## src/rtl/alu_pkg.sv

```systemverilog
// rtl/alu_pkg.sv - ALU select encodings, flag indices and writeback classification helpers
package alu_pkg;

   localparam logic [4:0] SEL_MOV  = 5'b00000;
   localparam logic [4:0] SEL_ADD  = 5'b00001;
   localparam logic [4:0] SEL_ADDC = 5'b00010;
   localparam logic [4:0] SEL_SUB  = 5'b00011;
   localparam logic [4:0] SEL_SUBC = 5'b00100;
   localparam logic [4:0] SEL_CMP  = 5'b00101;
   localparam logic [4:0] SEL_DADD = 5'b00110;
   localparam logic [4:0] SEL_BIT  = 5'b00111;
   localparam logic [4:0] SEL_BIC  = 5'b01000;
   localparam logic [4:0] SEL_BIS  = 5'b01001;
   localparam logic [4:0] SEL_XOR  = 5'b01010;
   localparam logic [4:0] SEL_AND  = 5'b01011;
   localparam logic [4:0] SEL_CLR  = 5'b01100;

   localparam int FLAG_N = 3;
   localparam int FLAG_Z = 2;
   localparam int FLAG_C = 1;
   localparam int FLAG_V = 0;

   localparam int CG_REG = 3;

   function automatic logic writes_result(input logic [4:0] sel);
      case (sel)
         SEL_MOV, SEL_ADD, SEL_ADDC, SEL_SUB, SEL_SUBC, SEL_DADD,
         SEL_BIC, SEL_BIS, SEL_XOR, SEL_AND, SEL_CLR: writes_result = 1'b1;
         default:                                     writes_result = 1'b0;
      endcase
   endfunction

   function automatic logic updates_flags(input logic [4:0] sel);
      case (sel)
         SEL_ADD, SEL_ADDC, SEL_SUB, SEL_SUBC, SEL_CMP,
         SEL_DADD, SEL_BIT, SEL_XOR, SEL_AND: updates_flags = 1'b1;
         default:                             updates_flags = 1'b0;
      endcase
   endfunction

endpackage

```

## src/rtl/alu_regfile.sv

```systemverilog
// rtl/alu_regfile.sv - register file, two combinational reads, one write, constant register reads zero
module alu_regfile
   import alu_pkg::*;
#(
   parameter int DATA_W = 16,
   parameter int NREGS  = 16,
   parameter int AW     = $clog2(NREGS)
) (
   input  logic              clk,
   input  logic              rst_n,
   input  logic              we,
   input  logic [AW-1:0]     waddr,
   input  logic [DATA_W-1:0] wdata,
   input  logic [AW-1:0]     raddr_a,
   input  logic [AW-1:0]     raddr_b,
   output logic [DATA_W-1:0] rdata_a,
   output logic [DATA_W-1:0] rdata_b
);

   logic [DATA_W-1:0] regs_q [NREGS];

   always_ff @(posedge clk or negedge rst_n) begin
      if (!rst_n) begin
         for (int i = 0; i < NREGS; i++) regs_q[i] <= '0;
      end else if (we && waddr != AW'(CG_REG)) begin
         regs_q[waddr] <= wdata;
      end
   end

   assign rdata_a = (raddr_a == AW'(CG_REG)) ? '0 : regs_q[raddr_a];
   assign rdata_b = (raddr_b == AW'(CG_REG)) ? '0 : regs_q[raddr_b];

endmodule

```

## src/rtl/alu_writeback.sv

```systemverilog
// rtl/alu_writeback.sv - one-entry commit register, status flags, operand and carry forwarding
module alu_writeback
   import alu_pkg::*;
#(
   parameter int DATA_W = 16,
   parameter int NREGS  = 16,
   parameter int AW     = $clog2(NREGS)
) (
   input  logic              clk,
   input  logic              rst_n,
   input  logic              in_valid,
   output logic              in_ready,
   input  logic [4:0]        in_sel,
   input  logic [DATA_W-1:0] in_result,
   input  logic [3:0]        in_flags,
   input  logic [AW-1:0]     in_dst,
   input  logic              in_byte,
   input  logic              rf_stall,
   input  logic [AW-1:0]     rd_addr_a,
   input  logic [AW-1:0]     rd_addr_b,
   output logic [DATA_W-1:0] rd_data_a,
   output logic [DATA_W-1:0] rd_data_b,
   output logic [3:0]        sr_flags,
   output logic              carry_fwd,
   output logic              wb_done,
   output logic              illegal_op
);

   logic              pend_valid_q;
   logic [4:0]        sel_q;
   logic [DATA_W-1:0] result_q;
   logic [AW-1:0]     dst_q;
   logic              byte_q, c_q, v_q;
   logic [3:0]        sr_q;
   logic              wb_done_q, illegal_q;

   logic              accept, commit, logic_op, pend_fwd;
   logic              pend_n, pend_z, pend_c, pend_v;
   logic [DATA_W-1:0] pend_wdata, rf_a, rf_b;
   logic              unused_flags;

   assign unused_flags = ^in_flags[3:2];
   assign in_ready = !pend_valid_q || !rf_stall;
   assign accept   = in_valid && in_ready;
   assign commit   = pend_valid_q && !rf_stall;

   always_comb begin
      pend_wdata = byte_q ? {{(DATA_W-8){1'b0}}, result_q[7:0]} : result_q;
      pend_n     = byte_q ? result_q[7] : result_q[DATA_W-1];
      pend_z     = byte_q ? (result_q[7:0] == 8'h00) : (result_q == '0);
      logic_op   = (sel_q == SEL_BIT) || (sel_q == SEL_AND);
      pend_c     = logic_op ? !pend_z : c_q;
      pend_v     = logic_op ? 1'b0 : v_q;
      // the constant register is never forwarded so it keeps reading zero
      pend_fwd   = pend_valid_q && writes_result(sel_q) && (dst_q != AW'(CG_REG));
   end

   assign rd_data_a = (pend_fwd && dst_q == rd_addr_a) ? pend_wdata : rf_a;
   assign rd_data_b = (pend_fwd && dst_q == rd_addr_b) ? pend_wdata : rf_b;
   assign carry_fwd = (pend_valid_q && updates_flags(sel_q)) ? pend_c : sr_q[FLAG_C];

   always_ff @(posedge clk or negedge rst_n) begin
      if (!rst_n) begin
         pend_valid_q <= 1'b0;
         sel_q        <= '0;
         result_q     <= '0;
         dst_q        <= '0;
         byte_q       <= 1'b0;
         c_q          <= 1'b0;
         v_q          <= 1'b0;
         sr_q         <= '0;
         wb_done_q    <= 1'b0;
         illegal_q    <= 1'b0;
      end else begin
         if (accept) begin
            pend_valid_q <= 1'b1;
            sel_q        <= in_sel;
            result_q     <= in_result;
            dst_q        <= in_dst;
            byte_q       <= in_byte;
            c_q          <= in_flags[FLAG_C];
            v_q          <= in_flags[FLAG_V];
         end else if (commit) begin
            pend_valid_q <= 1'b0;
         end
         wb_done_q <= commit;
         if (commit && updates_flags(sel_q)) sr_q <= {pend_n, pend_z, pend_c, pend_v};
         if (commit && sel_q > SEL_CLR) illegal_q <= 1'b1;
      end
   end

   assign sr_flags   = sr_q;
   assign wb_done    = wb_done_q;
   assign illegal_op = illegal_q;

   alu_regfile #(.DATA_W(DATA_W), .NREGS(NREGS), .AW(AW)) u_regfile (
      .clk     (clk),
      .rst_n   (rst_n),
      .we      (commit && writes_result(sel_q)),
      .waddr   (dst_q),
      .wdata   (pend_wdata),
      .raddr_a (rd_addr_a),
      .raddr_b (rd_addr_b),
      .rdata_a (rf_a),
      .rdata_b (rf_b)
   );

endmodule

```

## config.mk

```make
export PLATFORM = sky130hd
export DESIGN_NAME = alu_writeback
export DESIGN_NICKNAME = d
export VERILOG_FILES = /design/src/rtl/alu_pkg.sv /design/src/rtl/alu_regfile.sv /design/src/rtl/alu_writeback.sv
export SDC_FILE = /design/constraint.sdc
export NUM_CORES = 1
export LEC_CHECK = 0
export ABC_AREA = 0
export CAP_MARGIN = 20
export CELL_PAD_IN_SITES_DETAIL_PLACEMENT = 2
export CELL_PAD_IN_SITES_GLOBAL_PLACEMENT = 2
export CORE_MARGIN = 5
export CORE_UTILIZATION = 40
export CTS_BUF_LIST = sky130_fd_sc_hd__clkbuf_4
export CTS_CLUSTER_SIZE = 10
export DETAILED_ROUTE_END_ITERATION = 10
export HOLD_SLACK_MARGIN = 0.08
export PLACE_DENSITY_LB_ADDON = 0.08
export SLEW_MARGIN = 10
export SYNTH_ARGS = -nofsm -noshare
export SYNTH_HDL_FRONTEND = slang
export SYNTH_SLANG_ARGS = --single-unit
```

## constraint.sdc

```tcl
create_clock -name clk -period 2.1 [get_ports clk]
set_input_delay 0.42 -clock clk [delete_from_list [all_inputs] [get_ports clk]]
set_output_delay 0.42 -clock clk [all_outputs]
set_load 0.03 [all_outputs]
```

Word-level counts from Yosys, hierarchy flattened --
Memory sizes are Yosys's and may differ from the RTL's. Cells that the tools add are included.
Word-level totals: bits in registers 291, bits in read-only memories 64, input bits 42, output and inout bits 40, word-level logic and storage cells 90, memories 4
Memory list:
- (name not given) | depth 16, width 1, rd ports 1, clocked after Yosys merged registers in 0, wr ports 0, line alu_pkg.sv:26 | case (sel)
- (name not given) | depth 16, width 1, rd ports 1, clocked after Yosys merged registers in 0, wr ports 0, line alu_pkg.sv:34 | case (sel)
- (name not given) | depth 16, width 1, rd ports 1, clocked after Yosys merged registers in 0, wr ports 0, line alu_pkg.sv:34
- (name not given) | depth 16, width 1, rd ports 1, clocked after Yosys merged registers in 0, wr ports 0, line alu_pkg.sv:26
Cells by class: $lt $le $gt $ge 5, eq/ne operators 7, muxes and demuxes 25, bitwise gates (word level) 3, reduce and logical (&&, ||, !) cells 20
Operators by type and width (number):
- $bwmux 256 | 1
- $mux 16 | 10
- $bmux 16 s4 | 2
- $demux 16 s4 | 1
- $logic_not 16->1 | 1
- $ge 5x5->1 const B | 3
- $not 4->5 | 3
- $logic_and 1x1->1 | 12
- $mux 1 | 11
- $eq 4x2->1 const B | 2
- $eq 4x4->1 | 2
- $logic_not 8->1 | 1
- $eq 5x3->1 const B | 1
- $eq 5x4->1 const B | 1
- $gt 5x4->1 const B | 1
- $lt 5x1->1 const B | 1
- $ne 4x2->1 const B | 1
- $logic_not 1->1 | 3
- $logic_or 1x1->1 | 2
- $reduce_bool 2->1 | 1

Logic depth before layout (Yosys ltp) --
Gate-level depths: netlist (run 1).
depth in word-level cells 6, mapped depth 7, depth with buffers taken out 4

Cells and area by module --
From an unflattened synthesis (run 1), not the netlist that was laid out.
Unflattened totals: cell total of the unflattened synthesis 1046, area total of the unflattened synthesis 14980.6 µm²
Modules (own cells, without submodules):
- alu_regfile | times used 1, cells each 884, area each 12891.1 µm², sequential area each 6005.8 µm²
- alu_writeback | times used 1, cells each 162, area each 2089.5 µm², sequential area each 875.8 µm²

Worst setup path before layout (run 1) --
No wires, ideal clock.
path type input to output, start input port rd_addr_b[1], end output port rd_data_b[10], arrival 1.925 ns, required time 1.680 ns, path slack -0.245 ns, stages 6, path buffers 2, cell sequence buf_4 buf_2 mux4_2 a22oi_1 nand2_1 o2bb2ai_1
On the way: cells in the longest elaborated chain, start to end 6
RTL lines:
- start, declared | line alu_writeback.sv:20 | input logic [AW-1:0] rd_addr_b,
- $not 4->5 (implied by the code) | line alu_regfile.sv:31 | assign rdata_b = (raddr_b == AW'(CG_REG)) ? '0 : regs_q[raddr_b];
- $bmux 16 s4 | line alu_regfile.sv:31
- $mux 16 (implied by the code) (2 in series) | line alu_regfile.sv:31
- $mux 16 | line alu_regfile.sv:31
- $mux 16 * | line alu_writeback.sv:59 | assign rd_data_b = (pend_fwd && dst_q == rd_addr_b) ? pend_wdata : rf_b;
- end, declared | line alu_writeback.sv:22 | output logic [DATA_W-1:0] rd_data_b,
Mark *: on every way between the ends. The rest lies on a longest branch, timed or not. The select of a mux whose other input is x is not followed.

Final worst setup path (run 1) --
start register dst_q[2], end output port rd_data_b[7]
On the way: cells in the longest elaborated chain, start to end 4
RTL lines:
- start, declared | line alu_writeback.sv:32 | logic [AW-1:0] dst_q;
- start signal, assigned | line alu_writeback.sv:79 | dst_q <= in_dst;
- $ne 4x2->1 | line alu_writeback.sv:55 | pend_fwd = pend_valid_q && writes_result(sel_q) && (dst_q != AW'(CG_REG));
- $logic_and 1x1->1 | line alu_writeback.sv:55
- $logic_and 1x1->1 * | line alu_writeback.sv:59
- $mux 16 * | line alu_writeback.sv:59
Mark *: on every way between the ends. The rest lies on a longest branch, timed or not.

==> results.sh, run 1 <==
export IMPL_floorplan_initialDensity_pct=40.6
export IMPL_dp_slack_ps=-768
export IMPL_tritoncts="done"
export IMPL_finalHoldViolations=0
export IMPL_fin_nets=1396
export IMPL_avgSynthCellArea_sq_um=13.2
export IMPL_die_width_microns=206
export IMPL_final_area_sq_um=19600
export IMPL_placed_cell_area_sq_um=18200
export IMPL_startpoint_type="flip-flop"
export IMPL_path_class="reg2out"
export IMPL_post_route_period_util_pct=145
export IMPL_drt_iter0_markers=547
export IMPL_drive_above_1_share_pct=48.0
export IMPL_power_density_nw_per_um2=985
export IMPL_synth_ff_type="dfrtp_1"
export IMPL_path_cells="xor2_2 -> nor4_4 -> a21oi_4 -> clkbuf_16 -> a22o_4 -> buf_12"
export IMPL_critPathRequiredTime_ps=1680
export IMPL_synth_top_cell_area_share_pct=47.5
export IMPL_fin_cells=1904
export IMPL_synth_area_leaders="dfrtp_1 48%, mux4_2 19%, mux2_2 11%, o21ai_0 4.1%, nand2_1 4.0%"
export IMPL_dieArea_sq_um=42300
export IMPL_status="complete, but fails checks"
export IMPL_max_freq_mhz=329
export IMPL_dp_hpwl_mm=35.5
export IMPL_wirelength_mm=54.3
export IMPL_relSlewSlack_pct=59.2
export IMPL_num_rows=71
export IMPL_slew_viol_final=0
export IMPL_viasPerCell=5.89
export IMPL_core_sq_um=37800
export IMPL_worst_slack_ps=-939
export IMPL_hold_ws_ps=254
export IMPL_drtPass1Iterations=5
export IMPL_place_congestion=0.818
export IMPL_crit_path_max_fanout=8
export IMPL_grt_pass1_vias=13200
export IMPL_vias=11200
export IMPL_setup_viol=33
export IMPL_grt_max_degree=60
export IMPL_finalCriticalPeriod_ps=3040
export IMPL_ys_seq_area_share_pct=47.5
export IMPL_overflow=0
export IMPL_final_common_cell="dfrtp_1"
export IMPL_clockRootBuffer="clkbuf_4"
export IMPL_vdd_ir_drop_max_v=0.000465
export IMPL_yosys_warnings=0
export IMPL_fillers=3550
export IMPL_fin_worst_skew_ps=62.3
export IMPL_drc_errors=0
export IMPL_ys_types=41
export IMPL_ant_nets=0
export IMPL_hold_class="in2async"
export IMPL_clk_pin_slew_ps=70
export IMPL_worstSetupEndpointType="primary output"
export IMPL_leakage_uw=0.00853
export IMPL_slowest_delay_ps=480
export IMPL_max_cap_violations=0
export IMPL_numPortBuffers=79
export IMPL_post_route_util_pct=51.9
export IMPL_antenna_found_initial=1
export IMPL_synth_edff_count=0
export IMPL_wl_per_cell_microns=28.5
export IMPL_cp_arrival_ps=2620
export IMPL_synth_top_area_cell="dfrtp_1"
export IMPL_cts_inserted_buffers=85
export IMPL_die_height_microns=206
export IMPL_grt_pass1_wl_mm=82.2
export IMPL_syn_area_sq_um=15300
export IMPL_grt_setup_unrepaired="true"
export IMPL_syn_nets=1205
export IMPL_cts_sinks=291
export IMPL_worst_path_max_delay_cell="dfrtp_2"
export IMPL_grt_total_usage_pct=26.0
export IMPL_ys_seq_elements=291
export IMPL_dp_cells=1769
export IMPL_htree_levels=3
export IMPL_clk_latency_ps=770
export IMPL_synthToLayoutAreaGrowth_pct=27.9
export IMPL_worst_pin_slew_ps=612
export IMPL_pin_count=82
export IMPL_clock_tree_buffer_depth=3
export IMPL_violations="negative setup slack"
export IMPL_ys_async_sr_fraction_pct=100
export IMPL_netlist_instances=1163
export IMPL_most_common_layout_cells="287 x dfrtp_1, 159 x nand2_1, 149 x mux2_2"
## repair_timing
item	CTS	global route
endpoints found under the setup margin	39	33
pin swaps	10	12
buffers inserted	4	3
cloned	0	1
gates resized for setup	64	24
hold buffers	1	0
endpoints found under the hold margin	288	0
## state kept, by name, summed over array words and instances, names as in the netlist
signal	count
wb_done	1
v_q	1
u_regfile.regs_q	256
result_q	16
sel_q	5
byte_q	1
illegal_op	1
pend_valid_q	1
sr_flags	4
c_q	1
dst_q	4
## path summary, 6_finish.rpt
check / cells past startpoint / slack, ps / startpoint / endpoint
max reg2reg: 8 / 110 / sel_q[3]$_DFFE_PN0P_ / u_regfile.regs_q[15]$_DFFE_PN0P_
min: 2 / 250 / rst_n / u_regfile.regs_q[45]$_DFFE_PN0P_
min in group clk: 2 / 260 / in_valid / pend_valid_q$_DFFE_PN0P_
min reg2reg: 0 / 400 / u_regfile.regs_q[207]$_DFFE_PN0P_ / u_regfile.regs_q[207]$_DFFE_PN0P_
max: 6 / -940 / dst_q[2]$_DFFE_PN0P_ / rd_data_b[7]
max in group asynchronous: 3 / 1150 / rst_n / u_regfile.regs_q[78]$_DFFE_PN0P_
## synthesized netlist by cell type, drive strengths merged, types with 4 or more instances
cell type / number
nand2b: 10
nor3: 4
clkbuf: 74
nor2b: 8
xor2: 9
nor4: 6
a22oi: 64
o2bb2ai: 16
mux4: 128
dfrtp: 291
buf: 56
o21ai: 125
mux2: 149
a21oi: 4
o2111ai: 15
nand2: 163
and2: 6
nor2: 5
a22o: 16
## power by group
group	internal [uW]	switching [uW]
clock network	2380	2520
registers	7000	1120
logic	3430	2850
## per-stage QoR
stage,TNS [ps],total power (uW)
final,-28010,19300
after global routing,-31640,20400
after global placement,-24840,13700
after CTS,-28480,19300
after detailed placement,-33330,14100
after floorplan,-1450,11500
## logic make-up after synthesis
logic type	synth area share [%]
simple gates	6.18
mux	29.8
compound gates	11.8
flops	47.5
buf+inv	4.20
xor+xnor	0.515
## final cells by class
| type | count | area, sq um | area share [%] |
|---|---|---|---|
| inverter | 1 | 3.75 | 0.0192 |
| multi-input combinational | 741 | 7890 | 40.3 |
| clock buffer | 110 | 826 | 4.21 |
| timing repair buffer | 234 | 2890 | 14.7 |
| sequential | 291 | 7290 | 37.2 |
| tap | 511 | 639 | 3.26 |
| clock inverter | 15 | 57.6 | 0.294 |
| antenna | 1 | 2.50 | 0.0128 |
## worst max-delay path: cells and delay by family, from the launching register on
kind                   cells  cell delay [ps]
AO/OA/AOI/OAI              2              400
XOR/XNOR                   1              180
buffers and inverters      2              350
flip-flops                 1              480
AND/OR/NAND/NOR            1              440
## layer usage
layer | part of all wire [%] | up-vias | global-route usage, % | wire, microns
met5 | 0 | - | 0 | 0
met4 | 2.9 | 0 | 8.97 | 1580
met3 | 4.2 | 104 | 5.34 | 2270
met2 | 51 | 290 | 44.1 | 27600
met1 | 42 | 6023 | 33.3 | 22800
li1 | - | 4790 | - | -
No activity file was read; power rests on OpenSTA's default activity.
==> run 2, diff against run 1 <==
--- a/config.mk
+++ b/config.mk
@@ -10,8 +10,7 @@
 export CELL_PAD_IN_SITES_DETAIL_PLACEMENT = 2
 export CELL_PAD_IN_SITES_GLOBAL_PLACEMENT = 2
 export CORE_MARGIN = 5
-export CORE_UTILIZATION = 40
-export CTS_BUF_LIST = sky130_fd_sc_hd__clkbuf_4
+export CORE_UTILIZATION = 39
 export CTS_CLUSTER_SIZE = 10
 export DETAILED_ROUTE_END_ITERATION = 10
 export HOLD_SLACK_MARGIN = 0.08
==> results.sh, run 2 (synthesis results as in run 1) <==
export IMPL_drt_iter0_markers=671
export IMPL_fin_worst_skew_ps=11.9
export IMPL_die_width_microns=208
export IMPL_regMostFlops="u_regfile.regs_q"
export IMPL_cp_arrival_ps=2490
export IMPL_ant_nets=0
export IMPL_power_density_nw_per_um2=1020
export IMPL_finalCriticalPeriod_ps=2910
export IMPL_status="complete, but fails checks"
export IMPL_vias=11200
export IMPL_clockRootBuffer="clkbuf_16"
export IMPL_wirelength_mm=55.7
export IMPL_setup_viol=33
export IMPL_finalHoldViolations=0
export IMPL_viasPerCell=5.98
export IMPL_crit_path_max_fanout=8
export IMPL_cts_inserted_buffers=37
export IMPL_drc_errors=0
export IMPL_clock_tree_buffer_depth=3
export IMPL_dp_slack_ps=-782
export IMPL_leakage_uw=0.00871
export IMPL_pin_count=82
export IMPL_max_cap_violations=0
export IMPL_path_class="reg2out"
export IMPL_violations="negative setup slack"
export IMPL_post_route_period_util_pct=138
export IMPL_critPathRequiredTime_ps=1680
export IMPL_path_cells="buf_6 -> xor2_2 -> nor4_4 -> buf_4 -> a21oi_4 -> buf_12 -> a22o_4 -> buf_12"
export IMPL_overflow=0
export IMPL_worst_pin_slew_ps=563
export IMPL_synthToLayoutAreaGrowth_pct=31.6
export IMPL_ff2ff_setup_slack_ps=80
export IMPL_numPortBuffers=79
export IMPL_reg2reg_from="dst_q[2]$_DFFE_PN0P_"
export IMPL_core_sq_um=38700
export IMPL_most_common_layout_cells="288 x dfrtp_1, 160 x nand2_1, 149 x mux2_2"
export IMPL_slew_viol_final=0
export IMPL_floorplan_initialDensity_pct=39.5
export IMPL_wl_per_cell_microns=29.7
export IMPL_startpoint_type="flip-flop"
export IMPL_reg2reg_depth=7
export IMPL_grt_max_degree=57
export IMPL_drtPass1Iterations=4
export IMPL_tritoncts="done"
export IMPL_largestRegisters="u_regfile.regs_q x256, result_q x16, sel_q x5"
export IMPL_grt_setup_unrepaired="true"
export IMPL_die_height_microns=208
export IMPL_final_common_cell="dfrtp_1"
export IMPL_clk_pin_slew_ps=60
export IMPL_hold_class="reg2reg"
export IMPL_grt_pass1_vias=12900
export IMPL_path_common_cell="buf_12"
export IMPL_num_rows=72
export IMPL_htree_levels=2
export IMPL_antenna_found_initial=1
export IMPL_dp_hpwl_mm=36.5
export IMPL_largest_reg_flops=256
export IMPL_hold_path_endpoint="u_regfile.regs_q[200]$_DFFE_PN0P_"
export IMPL_worstSetupEndpointType="primary output"
export IMPL_relSlewSlack_pct=62.2
export IMPL_dieArea_sq_um=43300
export IMPL_vdd_ir_drop_max_v=0.000572
export IMPL_max_freq_mhz=344
export IMPL_final_area_sq_um=20100
export IMPL_cts_sinks=291
export IMPL_slowest_delay_ps=440
export IMPL_placed_cell_area_sq_um=18400
export IMPL_worst_path_max_delay_cell="dfrtp_2"
export IMPL_r2r_end="u_regfile.regs_q[228]$_DFFE_PN0P_"
export IMPL_drive_above_1_share_pct=46.3
export IMPL_min_delay_path_depth=0
export IMPL_grt_pass1_wl_mm=84.5
export IMPL_fin_nets=1382
export IMPL_place_congestion=0.792
export IMPL_grt_total_usage_pct=25.7
export IMPL_worst_slack_ps=-806
export IMPL_min_delay_start="u_regfile.regs_q[200]$_DFFE_PN0P_"
export IMPL_fin_tns_setup_ps=-23690
export IMPL_clk_latency_ps=540
==> run 2: cell type report <==
cell class | instances | area (sq um)
fill | 3641 | 18600
multi-input combinational | 741 | 7940
sequential | 291 | 7290
timing repair buffer | 268 | 3190
clock buffer | 53 | 1050
tap | 518 | 648
clock inverter | 2 | 35.0
inverter | 1 | 3.75
antenna | 1 | 2.50
==> run 2: worst max path at each step <==
stage	from	end	slack, ps	cells past startpoint
floorplan	dst_q[2]$_DFFE_PN0P_	rd_data_b[10]	-140	5
global placement	rd_addr_a[0]	rd_data_a[2]	-700	7
detailed placement	rd_addr_a[0]	rd_data_a[3]	-780	7
CTS	dst_q[3]$_DFFE_PN0P_	rd_data_b[6]	-720	8
global route	dst_q[2]$_DFFE_PN0P_	rd_data_b[6]	-860	8
finish	dst_q[2]$_DFFE_PN0P_	rd_data_b[6]	-810	8
==> run 2: critical path: cells and delay by family (launching register included) <==
kind            cells  cell delay, ps
flops               1             440
buf+inv             4             650
xor+xnor            1             170
simple gates        1             340
compound gates      2             340
==> run 2: what timing repair did <==
action / 4_1_cts / 5_1_grt
endpoints found under the setup margin: 33 / 44
pin swaps: 22 / 13
hold buffers: 1 / 0
endpoints found under the hold margin: 48 / 0
setup buffers: 7 / 4
resized for setup: 59 / 26
cloned: 1 / 1
==> run 2: per-layer routing <==
metal	routed length (microns)	part of all wire (%)	track usage, %
met3	2460	4.4	4.41
met2	27300	49	43.2
met5	0	0	0
met1	24000	43	34.2
met4	2010	3.6	8.04
==> run 2: where the power goes <==
part           internal [uW]  switching (uW)  leakage [uW]
combinational           3500            2920       0.00432
sequential              7000            1140       0.00386
clock                   3530            2440      0.000529
total                  14000            6500       0.00871
==> run 2: through the flow <==
stage | util, % | instances | total power [uW] | hold WS, ps
3_5_place_dp | 47.6 | 1806 | 14200 | 385
5_1_grt | 52.0 | 1875 | 21500 | 407
4_1_cts | 51.4 | 1869 | 20500 | 397
2_1_floorplan | - | 1163 | 11500 | 124
3_3_place_gp | 47.6 | 1806 | 13800 | 377
6_report | 52.0 | 1875 | 20500 | 395
==> run 3, diff against run 2 <==
--- a/config.mk
+++ b/config.mk
@@ -6,7 +6,7 @@
 export NUM_CORES = 1
 export LEC_CHECK = 0
 export ABC_AREA = 0
-export CAP_MARGIN = 20
+export CAP_MARGIN = 15
 export CELL_PAD_IN_SITES_DETAIL_PLACEMENT = 2
 export CELL_PAD_IN_SITES_GLOBAL_PLACEMENT = 2
 export CORE_MARGIN = 5
==> results of run 3 <==
Same layout as run 2: the final DEF is identical, and so are final timing and power.
